`src/rtl/alu_ctrl_fsm.sv`:
```
// Multi-cycle control unit for the reduced RISC-V datapath: fetches one instruction,
// decodes it and sequences EXECUTE/MEM/WB, driving ALU control and datapath enables.
module alu_ctrl_fsm #(
    parameter int DATA_WIDTH = 32,
    parameter int CNT_WIDTH  = 16
) (
    input  logic                  clk,
    input  logic                  rst_n,
    input  logic [DATA_WIDTH-1:0] instr,
    input  logic                  instr_valid,
    input  logic                  eq,
    output logic                  instr_req,
    output logic [2:0]            alu_ctrl,
    output logic                  alu_src,
    output logic [1:0]            imm_src,
    output logic                  reg_write,
    output logic                  result_src,
    output logic                  mem_write,
    output logic                  pc_en,
    output logic                  pc_src,
    output logic                  illegal,
    output logic [CNT_WIDTH-1:0]  retired
);

    // state   | meaning
    // IDLE    | post-reset, moves to FETCH
    // FETCH   | instr_req high, waiting for instr_valid
    // DECODE  | legality check on latched word
    // EXECUTE | ALU operation; branches retire here
    // MEM     | data memory access; sw retires here
    // WB      | register write-back; ALU ops and lw retire here
    // TRAP    | unsupported instruction, exit only by reset
    localparam logic [2:0] S_IDLE    = 3'd0;
    localparam logic [2:0] S_FETCH   = 3'd1;
    localparam logic [2:0] S_DECODE  = 3'd2;
    localparam logic [2:0] S_EXECUTE = 3'd3;
    localparam logic [2:0] S_MEM     = 3'd4;
    localparam logic [2:0] S_WB      = 3'd5;
    localparam logic [2:0] S_TRAP    = 3'd6;

    localparam logic [6:0] OP_R    = 7'b0110011;
    localparam logic [6:0] OP_I    = 7'b0010011;
    localparam logic [6:0] OP_LW   = 7'b0000011;
    localparam logic [6:0] OP_SW   = 7'b0100011;
    localparam logic [6:0] OP_BR   = 7'b1100011;

    logic [2:0]            state;
    logic [2:0]            state_nxt;
    logic [DATA_WIDTH-1:0] ir;

    logic [6:0] opcode;
    logic [2:0] funct3;
    logic [6:0] funct7;
    logic       unused_fields;

    assign opcode        = ir[6:0];
    assign funct3        = ir[14:12];
    assign funct7        = ir[31:25];
    assign unused_fields = ^ir[24:7];

    logic is_add, is_sub, is_and, is_or;
    logic is_addi, is_andi, is_ori;
    logic is_lw, is_sw, is_beq, is_bne, is_br, is_ialu, is_legal;

    assign is_add  = (opcode == OP_R) && (funct3 == 3'b000) && (funct7 == 7'b0000000);
    assign is_sub  = (opcode == OP_R) && (funct3 == 3'b000) && (funct7 == 7'b0100000);
    assign is_and  = (opcode == OP_R) && (funct3 == 3'b111) && (funct7 == 7'b0000000);
    assign is_or   = (opcode == OP_R) && (funct3 == 3'b110) && (funct7 == 7'b0000000);
    assign is_addi = (opcode == OP_I) && (funct3 == 3'b000);
    assign is_andi = (opcode == OP_I) && (funct3 == 3'b111);
    assign is_ori  = (opcode == OP_I) && (funct3 == 3'b110);
    assign is_lw   = (opcode == OP_LW) && (funct3 == 3'b010);
    assign is_sw   = (opcode == OP_SW) && (funct3 == 3'b010);
    assign is_beq  = (opcode == OP_BR) && (funct3 == 3'b000);
    assign is_bne  = (opcode == OP_BR) && (funct3 == 3'b001);
    assign is_br   = is_beq | is_bne;
    assign is_ialu = is_addi | is_andi | is_ori;
    assign is_legal = is_add | is_sub | is_and | is_or | is_ialu | is_lw | is_sw | is_br;

    logic [2:0] dec_alu_ctrl;
    logic       dec_alu_src;
    logic [1:0] dec_imm_src;

    always_comb begin
        dec_alu_ctrl = 3'b000;
        if (is_sub || is_br)
            dec_alu_ctrl = 3'b001;
        else if (is_and || is_andi)
            dec_alu_ctrl = 3'b010;
        else if (is_or || is_ori)
            dec_alu_ctrl = 3'b011;
    end

    assign dec_alu_src = is_ialu | is_lw | is_sw;
    assign dec_imm_src = is_sw ? 2'b01 : (is_br ? 2'b10 : 2'b00);

    logic in_exec, in_mem, in_wb, active;
    assign in_exec = (state == S_EXECUTE);
    assign in_mem  = (state == S_MEM);
    assign in_wb   = (state == S_WB);
    assign active  = in_exec | in_mem | in_wb;

    // ALU selects hold their EXECUTE value until the instruction retires
    assign alu_ctrl   = active ? dec_alu_ctrl : 3'b000;
    assign alu_src    = active & dec_alu_src;
    assign imm_src    = active ? dec_imm_src : 2'b00;
    assign instr_req  = (state == S_FETCH);
    assign reg_write  = in_wb;
    assign result_src = in_wb & is_lw;
    assign mem_write  = in_mem & is_sw;
    assign pc_en      = (in_exec & is_br) | (in_mem & is_sw) | in_wb;
    // eq is the only input allowed to reach an output combinationally
    assign pc_src     = in_exec & ((is_beq & eq) | (is_bne & ~eq));

    always_comb begin
        state_nxt = state;
        case (state)
            S_IDLE:    state_nxt = S_FETCH;
            S_FETCH:   if (instr_valid) state_nxt = S_DECODE;
            S_DECODE:  state_nxt = is_legal ? S_EXECUTE : S_TRAP;
            S_EXECUTE: begin
                if (is_br)
                    state_nxt = S_FETCH;
                else if (is_lw || is_sw)
                    state_nxt = S_MEM;
                else
                    state_nxt = S_WB;
            end
            S_MEM:     state_nxt = is_sw ? S_FETCH : S_WB;
            S_WB:      state_nxt = S_FETCH;
            S_TRAP:    state_nxt = S_TRAP;
            default:   state_nxt = S_IDLE;
        endcase
    end

    always_ff @(posedge clk or negedge rst_n) begin
        if (!rst_n) begin
            state   <= S_IDLE;
            ir      <= '0;
            illegal <= 1'b0;
            retired <= '0;
        end else begin
            state <= state_nxt;
            if ((state == S_FETCH) && instr_valid)
                ir <= instr;
            if ((state == S_DECODE) && !is_legal)
                illegal <= 1'b1;
            if (pc_en)
                retired <= retired + {{(CNT_WIDTH-1){1'b0}}, 1'b1};
        end
    end

endmodule
```
`config.mk`:
```
export PLATFORM = sky130hd
export DESIGN_NAME = alu_ctrl_fsm
export DESIGN_NICKNAME = d
export VERILOG_FILES = /design/src/rtl/alu_ctrl_fsm.sv
export SDC_FILE = /design/constraint.sdc
export NUM_CORES = 1
export LEC_CHECK = 0
export ABC_AREA = 0
export CORE_MARGIN = 2
export CORE_UTILIZATION = 30
export DETAILED_ROUTE_END_ITERATION = 8
export GPL_TIMING_DRIVEN = 0
export SYNTH_ARGS = -nofsm -noshare
export SYNTH_HDL_FRONTEND = slang
export SYNTH_SLANG_ARGS = --single-unit
```
`constraint.sdc`:
```
create_clock -name clk -period 1.7 [get_ports clk]
set_input_delay 0.34 -clock clk [delete_from_list [all_inputs] [get_ports clk]]
set_output_delay 0.34 -clock clk [all_outputs]
set_load 0.02 [all_outputs]
```
# After elaboration in Yosys (flattened, before gate mapping)
# Cells that the tools add are included.
totals:
  latch_bits: 0
  mem_count: 0
  reg_bits: 52
  ramBits: 0
  mem_bits_ro: 0
op_classes:
  shift: 0
  add_sub_neg: 1
  mux: 13
  bitwise_logic: 25
  n_eq_ne: 17
  magnitude_cmp: 0
  mul: 0
  reduce_logical: 25
  div_mod_pow: 0
ops:
  columns: ["cell", "count"]
  rows:
  - ["$eq 7x6->1 const B", 3]
  - ["$mux 3", 6]
  - ["$pmux 3 s6", 1]
  - ["$or 1x1->1", 17]
  - ["$add 16x1->16 const B", 1]
  - ["$logic_and 1x1->1", 16]
  - ["$eq 3x3->1 const B", 5]
  - ["$mux 2", 5]
  - ["$eq 3x2->1 const B", 3]
  - ["$and 1x1->1", 7]
  - ["$eq 7x2->1 const B", 1]
  - ["$eq 7x5->1 const B", 1]
  - ["$eq 7x7->1 const B", 1]
  - ["$logic_not 7->1", 1]
  - ["$eq 3x1->1 const B", 2]
  - ["$logic_not 3->1", 2]
  - ["$logic_or 1x1->1", 4]
  - ["$ne 2x2->1 const B", 1]
  - ["$reduce_or 2->1", 1]
  - ["$logic_not 1->1", 1]
  - ["$mux 1", 1]
  - ["$not 1->1", 1]

# Longest topological paths before layout
# Gate-level depths: netlist of the first run.
logic_depth:
  depth_word: 12
  depth_mapped: 8
  depth_no_buf: 6

# Least setup slack after synthesis of the first run
# No wires, ideal clock.
synth_timing:
  path_kind: "register -> output"
  start: "reg ir[28]"
  end: "out alu_ctrl[0]"
  slack_ns: -0.612
  path_stages_with_launch: 6
  arrival_time_ns: 1.972
  required_time_ns: 1.360
  path_cell_list: "dfrtp_1 > nor4_1 > nor3b_1 > nand2b_1 > a2111oi_2 > a21o_1"
synth_via:
  elab_chain_cells: 7
  word_cells_on_any_way: 12
  cone_classes: "1 x eq/ne; 4 x mux; 7 x reduce/logical"
synth_rtl:
  columns: ["item", "line_no", "text"]
  rows:
  - ["start, declared", "49", "logic [DATA_WIDTH-1:0] ir;"]
  - ["start signal, assigned", "145", "ir <= instr;"]
  - ["$logic_not 7->1", "67, 68", null]
  - ["$logic_and 1x1->1", "68", "assign is_or = (opcode == OP_R) && (funct3 == 3'b110) && (funct7 == 7'b0000000);"]
  - ["$logic_or 1x1->1", "90", "else if (is_or || is_ori)"]
  - ["$mux 2", "90", null]
  - ["$mux 2", "88", "else if (is_and || is_andi)"]
  - ["$mux 3 (*)", "86", "if (is_sub || is_br)"]
  - ["$mux 3 (*)", "104", "assign alu_ctrl = active ? dec_alu_ctrl : 3'b000;"]
  - ["end, declared", "13", "output logic [2:0] alu_ctrl,"]
# Mark *: on every way between the ends. The rest lies on a longest branch, timed or not.

# Final worst setup path of the first run
layout_timing:
  start: "reg ir[31]"
  end: "out alu_ctrl[0]"
# Same word-level chain as after synthesis.

==> results_dict.tcl, run 1 <==
set metrics [dict create \
    rows 28 \
    area_growth_pct 66.6 \
    dpl.cell_count 292 \
    hold_buffers 0 \
    die_y_um 83.4 \
    diodes 0 \
    grt_pass1_wl_mm 7.73 \
    path_class "reg2out" \
    vdd_drop_max_uv 819 \
    final_nets 292 \
    cpLargestDelayFamily "simple AND/OR/NAND/NOR gates" \
    maxCapViolations 0 \
    ys_seq_area_frac 0.489 \
    cts_buffers 5 \
    ctsRootBufferMaster "clkbuf_8" \
    path_clk_slew_ps 70 \
    ys_types 43 \
    power.share.sequential 0.342 \
    wirelength_mm 5.01 \
    yosys_warnings 0 \
    route.detailed.drc 0 \
    syn_area_um2 1890 \
    power.leakage_nw 1.56 \
    path_cells "nor4_2 -> nor3b_2 -> nand2b_1 -> a2111oi_4 -> a21o_1 -> buf_6" \
    netlist_instances 169 \
    fin_skew_ps 5.40 \
    rsz0062_at_grt "yes" \
    critPathCaptureType "primary output" \
    critical_path_buf_inv_count 1 \
    worst_pin_slew_ps 852 \
    hold_slack_ps 152 \
    p_total_mw 4.52 \
    dr.pass1.iters 4 \
    worstSkewPairLatency_ps 280 \
    hold_viol 0 \
    clkPwrFrac 0.126 \
    layout_commonest_cell "dfrtp_1" \
    cts_max_level 2 \
    vias 1602 \
    fin_ws_ps -539 \
    synth_seq_cells 37 \
    drive_gt1_frac 0.486 \
    finalCritPeriodShare 1.32 \
    status "finished with violations" \
    core_um2 5990 \
    die_width_um 83.4 \
    fin_crit_ps 2240 \
    final_cells 330 \
    critPathArrivalTime_ps 1900 \
    grt_max_degree 38 \
    dp_hpwl_mm 3.07 \
    fp.dieArea_um2 6960 \
    slew_headroom 0.432 \
    finalWeightedCongestion 0.811 \
    setup_violations 27 \
    cts_tree "yes" \
    n_fill_cell 527 \
    switchingPower_mw 1.80 \
    final_cell_mix "dfrtp_1 (30), clkdlybuf4s50_1 (26), buf_4 (24)" \
    worstPathRequired_ps 1360 \
    drv_slew 0 \
    gr-total-overflow 0 \
    grt_pass1_vias 1558 \
    syn_nets 206 \
    first_iter_violations 67 \
    synth.avg_cell_area_um2 11.2 \
    cpPeakStageDelay_ps 390 \
    routedWlPerCell_um 15.2 \
    startpoint_type "register" \
    fin_tns_setup_ps -7170 \
    max_freq_mhz 447 \
    violations "negative setup slack" \
    combPwrFrac 0.532 \
    cts_max_path_buffers 2 \
    grt_antenna_before_repair 0 \
    viasPerCell 4.85 \
    internal_power_mw 2.72 \
    critical-path-slowest-cell "dfrtp_1" \
    hp-class "in2async" \
    cp_max_fo 2 \
    ant_nets 0 \
    initial_utilization 0.316 \
    clock_sinks 37 \
    port_buffers 48 \
    place_ws_ps -789 \
    power_density_nw_per_um2 1430 \
    grt_util_all_layers 0.139 \
    sw_frac_of_total 0.399 \
    num_io_pins 65 \
]
==> power by group through the flow <==
stage	sequential, mW	clock, mW	combinational, mW
2_1_floorplan	1.55	0	1.07
3_3_place_gp	1.54	0	1.57
3_5_place_dp	1.55	0	1.59
4_1_cts	1.54	0.598	2.13
5_1_grt	1.60	0.634	2.56
6_report	1.55	0.568	2.41
==> cell usage after synthesis (all sizes together) <==
| library cell | instances | share of area |
|---|---|---|
| a21oi | 4 | 0.011 |
| and3 | 2 | 0.0066 |
| o211ai | 1 | 0.0040 |
| a311oi | 1 | 0.0046 |
| ha | 1 | 0.0066 |
| inv | 6 | 0.012 |
| buf | 4 | 0.015 |
| nor3b | 4 | 0.016 |
| nor2b | 2 | 0.0066 |
| conb | 1 | 0.0020 |
| nor4b | 3 | 0.028 |
| o21ai | 2 | 0.0053 |
| nand4 | 5 | 0.024 |
| a21boi | 1 | 0.0040 |
| nor4 | 6 | 0.028 |
| nand2b | 4 | 0.013 |
| clkbuf | 2 | 0.0040 |
| and4bb | 2 | 0.013 |
| mux2 | 15 | 0.089 |
| a2111oi | 1 | 0.0079 |
| a21o | 1 | 0.0040 |
| and4 | 1 | 0.0046 |
| a31oi | 1 | 0.0033 |
| o22a | 1 | 0.0093 |
| o22ai | 1 | 0.0033 |
| a31o | 1 | 0.0046 |
| nand3 | 7 | 0.019 |
| and2 | 2 | 0.0066 |
| xnor2 | 4 | 0.019 |
| o211a | 1 | 0.0053 |
| nor3 | 7 | 0.019 |
| dfrtp | 37 | 0.49 |
| and2b | 1 | 0.0040 |
| a41o | 1 | 0.0053 |
| xor2 | 12 | 0.056 |
| nand2 | 15 | 0.030 |
| nor2 | 9 | 0.018 |
==> final cells by class <==
| cell class | instances | area, µm² | share of cell area |
|---|---|---|---|
| Buffer | 5 | 48.8 | 0.0155 |
| Sequential cell | 37 | 935 | 0.297 |
| Tap cell | 75 | 93.8 | 0.0298 |
| Clock buffer | 6 | 72.6 | 0.0230 |
| Multi-Input combinational cell | 120 | 1190 | 0.378 |
| Clock inverter | 1 | 5.00 | 0.00159 |
| Timing Repair Buffer | 80 | 778 | 0.247 |
| Inverter | 6 | 26.3 | 0.00834 |
==> per-layer routing <==
layer / GRT usage / routed length [µm] / vias up
li1: - / - / 774
met1: 0.194 / 2380 / 790
met2: 0.210 / 2380 / 33
met3: 0.0298 / 164 / 5
met4: 0.0528 / 78 / 0
met5: 0 / 0 / -
==> stage by stage <==
step,instance area (µm²),utilization
after floorplan,1950,-
after global placement,2530,0.422
after detailed placement,2520,0.421
after CTS,2980,0.497
after global routing,3150,0.526
final,3150,0.526
==> worst paths after layout <==
check | slack (ps) | depth (start not counted) | to | startpoint
setup reg to reg | -340 | 8 | retired[14] | ir[2]
min in group clk | 480 | 1 | retired[15] | retired[15]
hold / removal | 150 | 1 | ir[27] | rst_n
hold reg to reg | 480 | 1 | retired[15] | retired[15]
max in group asynchronous | 950 | 1 | state[1] | rst_n
setup / recovery | -540 | 6 | alu_ctrl[0] | ir[31]
==> cell families (layout without fill, tap and decap cells) <==
| logic type | count (synthesis) | after routing | synth area share |
|---|---|---|---|
| and+or+nand+nor | 70 | 70 | 0.236 |
| DFF | 37 | 37 | 0.489 |
| AOI/OAI and AO/OA | 17 | 17 | 0.0714 |
| xor gates and xnor gates | 16 | 16 | 0.0741 |
| muxes | 15 | 15 | 0.0893 |
| buffers and inverters | 12 | 98 | 0.0311 |
| adders and majority gates | 1 | 1 | 0.00661 |
| other | 1 | 1 | 0.00198 |
==> state kept, by name, indices dropped and copies added, names as in the netlist <==
register	count
illegal	1
state	3
ir	17
retired	16
==> timing repair <==
item                       4_1_cts  5_1_grt
buffers inserted                22       15
pin swaps                       24       23
setup endpoints to repair       43       37
resized for setup              110       35
hold endpoints to repair         0        0
(Power assumes the default switching activity.)
==> inputs of run 2 (changes only) <==
--- a/config.mk
+++ b/config.mk
@@ -6,10 +6,13 @@
 export NUM_CORES = 1
 export LEC_CHECK = 0
 export ABC_AREA = 0
+export CELL_PAD_IN_SITES_DETAIL_PLACEMENT = 1
+export CELL_PAD_IN_SITES_GLOBAL_PLACEMENT = 1
 export CORE_MARGIN = 2
 export CORE_UTILIZATION = 30
 export DETAILED_ROUTE_END_ITERATION = 8
 export GPL_TIMING_DRIVEN = 0
+export PLACE_DENSITY_LB_ADDON = 0.1
 export SYNTH_ARGS = -nofsm -noshare
 export SYNTH_HDL_FRONTEND = slang
 export SYNTH_SLANG_ARGS = --single-unit
==> run 2 against run 1 <==
The run still ends with negative setup slack left. Critical path type unchanged. First-iteration DRC count is 64% lower. Power up 4.3%. Sequential power barely moved. Global-route usage rose by 2.1 points. Fmax is 3.4% lower. Worst setup slack lost 79 ps.
==> results_dict.tcl, run 2 (synthesized netlist as in run 1, its figures left out) <==
set metrics [dict create \
    status "finished with violations" \
    violations "negative setup slack" \
    die_width_um 83.4 \
    final_cell_mix "dfrtp_1 (31), buf_4 (28), clkdlybuf4s50_1 (25)" \
    worstRegToRegCells 9 \
    drv_slew 0 \
    critPathArrivalTime_ps 1980 \
    initial_utilization 0.316 \
    cts_tree "yes" \
    final_nets 292 \
    cp_max_fo 2 \
    dp_hpwl_mm 3.60 \
    worstPathRequired_ps 1360 \
    n_fill_cell 627 \
    grt_pass1_vias 1790 \
    viasPerCell 4.91 \
    fin_tns_setup_ps -9210 \
    vias 1625 \
    vdd_drop_max_uv 697 \
    fp.dieArea_um2 6960 \
    fin_skew_ps 5.65 \
    cts_buffers 5 \
    hold_buffers 0 \
    hold_viol 0 \
    maxCapViolations 0 \
    cts_max_path_buffers 2 \
    rows 28 \
    grt_util_all_layers 0.160 \
    r2r_start "ir[2]" \
    rsz0062_at_grt "yes" \
    regToRegSetupSlack_ps -430 \
    top_regs "ir: 17 flops, retired: 16 flops, state: 3 flops" \
    finalCritPeriodShare 1.36 \
    finalWeightedCongestion 0.793 \
    fin_ws_ps -618 \
    worstSkewPairLatency_ps 280 \
    setup_violations 28 \
    largest_register_ffs 17 \
    worst_pin_slew_ps 865 \
    layout_commonest_cell "dfrtp_1" \
    power.leakage_nw 1.58 \
    place_ws_ps -865 \
    dr.pass1.iters 4 \
    largest_register "ir" \
    power_density_nw_per_um2 1480 \
    route.detailed.drc 0 \
    core_um2 5990 \
    path_clk_slew_ps 70 \
    ant_nets 0 \
    startpoint_type "register" \
    grt_max_degree 38 \
    diodes 0 \
    max_freq_mhz 431 \
    die_y_um 83.4 \
    hp-class "in2async" \
    ctsRootBufferMaster "clkbuf_8" \
    path_class "reg2out" \
    clock_sinks 37 \
    first_iter_violations 24 \
    timing.rr.end "retired[7]" \
    slew_headroom 0.423 \
    drive_gt1_frac 0.477 \
    num_io_pins 65 \
    fin_crit_ps 2320 \
    area_growth_pct 68.2 \
    port_buffers 48 \
    grt_antenna_before_repair 0 \
    wirelength_mm 5.48 \
    grt_pass1_wl_mm 8.87 \
    gr-total-overflow 0 \
    routedWlPerCell_um 16.6 \
    cts_max_level 2 \
    critPathCaptureType "primary output" \
]
## run 2: how the worst max path moves through the flow
stage           start           to  slack [ps]  depth (start not counted)
2_1_floorplan  ir[28]  alu_ctrl[0]        -290                          5
3_3_place_gp   ir[28]  alu_ctrl[0]        -800                          6
3_5_place_dp   ir[28]  alu_ctrl[0]        -860                          6
4_1_cts        ir[31]  alu_ctrl[0]        -650                          6
5_1_grt        ir[28]  alu_ctrl[0]        -730                          6
6_report       ir[28]  alu_ctrl[0]        -620                          6
## run 2: routing by layer
layer | share of wire | track usage
met1 | 0.41 | 0.191
met2 | 0.54 | 0.287
met5 | 0 | 0
met4 | 0.016 | 0.0528
met3 | 0.037 | 0.0298
## run 2: where the power goes
part | internal, mW | switching [mW] | leakage [nW]
registers | 1.21 | 0.365 | 0.456
logic | 1.20 | 1.15 | 1.06
clock network | 0.479 | 0.312 | 0.0585
total | 2.89 | 1.83 | 1.58
## run 2: worst max-delay path: stages (launching register included)
cell and delay (ps):
dfrtp_1 400, nor4_2 280, nor3b_4 280, nand2b_1 130
a2111oi_4 320, a21o_1 180, buf_6 110
## run 2: cell type report
type / instances / area [µm²] / area share
plain buffers: 5 / 45.0 / 0.0142
clock buffers: 7 / 86.3 / 0.0271
clock inverters: 1 / 30.0 / 0.00944
inverters: 6 / 26.3 / 0.00826
multi-input cells: 120 / 1200 / 0.378
flip-flops and latches: 37 / 933 / 0.293
well taps: 75 / 93.8 / 0.0295
repair buffers: 80 / 764 / 0.240
## run 2: metrics by stage
stage                     utilization  hold slack (ps)  std cells  instance area [µm²]  power (mW)
after global routing            0.531              206        331                 3180        5.02
final                           0.531              167        331                 3180        4.72
after global placement          0.422              457        292                 2530        3.11
after detailed placement        0.421              462        292                 2520        3.19
after CTS                       0.506              190        320                 3030        4.59
after floorplan                     -             44.4        169                 1950        2.62
## run 2: timing repair
item                                   in CTS  in global routing
setup endpoints to repair                  46                 50
endpoints found under the hold margin       0                  0
gates resized for setup                   119                 24
pin swaps                                  26                 18
buffers inserted                           21                 17
==> inputs of run 3 (changes only) <==
--- a/config.mk
+++ b/config.mk
@@ -10,8 +10,10 @@
 export CELL_PAD_IN_SITES_GLOBAL_PLACEMENT = 1
 export CORE_MARGIN = 2
 export CORE_UTILIZATION = 30
+export CTS_CLUSTER_SIZE = 10
 export DETAILED_ROUTE_END_ITERATION = 8
 export GPL_TIMING_DRIVEN = 0
+export HOLD_SLACK_MARGIN = 0.02
 export PLACE_DENSITY_LB_ADDON = 0.1
 export SYNTH_ARGS = -nofsm -noshare
 export SYNTH_HDL_FRONTEND = slang
==> constraint.sdc (replaced) <==
create_clock -name clk -period 2.75 [get_ports clk]
set_input_delay 0.55 -clock clk [delete_from_list [all_inputs] [get_ports clk]]
set_output_delay 0.55 -clock clk [all_outputs]
set_load 0.02 [all_outputs]
==> run 3 against run 2 <==
Critical endpoint unchanged. Clock skew down 0.67 ps. Cell count down 8.8%. Non-clock buffer count down 29. Worst hold slack better by 210 ps. Utilization down 9.9 points. The run now ends clean.
==> results_dict.tcl, run 3 (synthesized netlist as in run 1, its figures left out) <==
set metrics [dict create \
    diodes 0 \
    finalWeightedCongestion 0.837 \
    grt_util_met1 0.170 \
    power.leakage_nw 1.13 \
    setup_violations 0 \
    viasPerCell 4.79 \
    drv_slew 0 \
    grt_util_all_layers 0.141 \
    final_cells 302 \
    max_freq_mhz 369 \
    grt_pass1_vias 1623 \
    vdd_drop_max_uv 381 \
    fp.dieArea_um2 6960 \
    grt_antenna_before_repair 0 \
    grt_max_degree 38 \
    dpl.cell_count 292 \
    cts_max_path_buffers 2 \
    fin_skew_ps 4.99 \
    ant_nets 0 \
    cts_tree "yes" \
    busiest_layer "met2" \
    grt_pass1_wl_mm 8.00 \
    startpoint_type "register" \
    combPwrFrac 0.424 \
    drive_gt1_frac 0.198 \
    cts_max_level 2 \
    first_iter_violations 24 \
    gr-total-overflow 0 \
    rsz0062_at_grt "yes" \
    finalCritPeriodShare 0.986 \
    route.detailed.drc 0 \
    wirelength_mm 4.76 \
    final_nets 263 \
    port_buffers 48 \
    ctsRootBufferMaster "clkbuf_8" \
    layout_commonest_cell "clkdlybuf4s50_1" \
    worstSkewPairLatency_ps 280 \
    top_regs "ir: 17 flops, retired: 16 flops, state: 3 flops" \
    met3_usage 0.0417 \
    grtUsageMet2 0.245 \
    largest_register "ir" \
    p_total_mw 2.27 \
    hold_slack_ps 373 \
    cp_max_fo 2 \
    path_clk_slew_ps 70 \
    clock_sinks 37 \
    final_cell_mix "clkdlybuf4s50_1 (41), dfrtp_1 (36), nand2_1 (15), mux2_2 (15), xor2_1 (12)" \
    area_growth_pct 36.9 \
    path_cells "nor4_2 -> nor3b_2 -> nand2b_1 -> a2111oi_4 -> a21o_1 -> clkdlybuf4s15_2" \
    sw_frac_of_total 0.394 \
    vias 1448 \
    num_io_pins 65 \
    critPathCaptureType "primary output" \
    hp-class "in2async" \
    utilization 0.432 \
    die_width_um 83.4 \
    routedWlPerCell_um 15.7 \
    power_density_nw_per_um2 876 \
    internal_power_mw 1.38 \
    cpPeakStageDelay_ps 400 \
    hold_viol 0 \
    clkPwrFrac 0.160 \
    largest_register_ffs 17 \
    core_um2 5990 \
    fin_tns_setup_ps 0 \
    critPathArrivalTime_ps 2160 \
    path_class "reg2out" \
    dp_hpwl_mm 3.42 \
    critical-path-slowest-cell "dfrtp_1" \
    cts_buffers 5 \
    power.share.sequential 0.416 \
    die_y_um 83.4 \
    rows 28 \
    worst_pin_slew_ps 845 \
    maxCapViolations 0 \
    switchingPower_mw 0.893 \
    dr.pass1.iters 3 \
    slew_headroom 0.437 \
    fin_crit_ps 2710 \
    worstPathRequired_ps 2200 \
    initial_utilization 0.316 \
    status "finished, final reports clean" \
]
## run 3: cell type report
class,instances,area [µm²]
sequential,37,927
clock buffer,8,80.1
multi-input combinational,120,948
tap,75,93.8
buffer,6,36.3
fill,665,3400
inverter,6,22.5
timing repair buffer,50,482
## run 3: per-stage QoR
stage	instance area (µm²)	setup WS (ps)
after detailed placement	2460	-287
after floorplan	1890	228
final	2590	39.3
after global placement	2470	-207
after global routing	2590	-82.1
after CTS	2570	5.82
## run 3: power groups by stage
stage	Clock, mW	Combinational, mW	Sequential [mW]
floorplan	0	0.609	0.937
global placement	0	0.925	0.924
detailed placement	0	0.947	0.939
CTS	0.382	0.967	0.941
global route	0.403	1.05	0.978
finish	0.362	0.963	0.943
## run 3: what timing repair did
item,in CTS,in global routing
hold endpoints to repair,0,0
endpoints found under the setup margin,5,6
resized for setup,12,8
setup buffers,1,1
hold buffers,0,0
## run 3: final timing paths
path                            slack [ps]     endpoint  cells after the start         from
worst max-delay path                    40  alu_ctrl[0]                      6       ir[28]
worst min-delay path                   370       ir[25]                      1        rst_n
worst max register to register         640       ir[31]                      5     state[1]
worst min register to register         480  retired[15]                      1  retired[15]
max in group asynchronous             1800        ir[5]                      1        rst_n
min in group clk                       480  retired[15]                      1  retired[15]
## run 3: critical path: cells and delay by family (launching register included)
family,cells,cell delay [ps]
AO/OA/AOI/OAI,2,560
buffers and inverters,1,250
AND/OR/NAND/NOR,3,670
flip-flops,1,400
## run 3: per-layer routing
metal | part of all wire | vias up
li1 | - | 709
met1 | 0.44 | 710
met2 | 0.50 | 27
met3 | 0.047 | 2
met4 | 0.0057 | 0
met5 | 0 | -
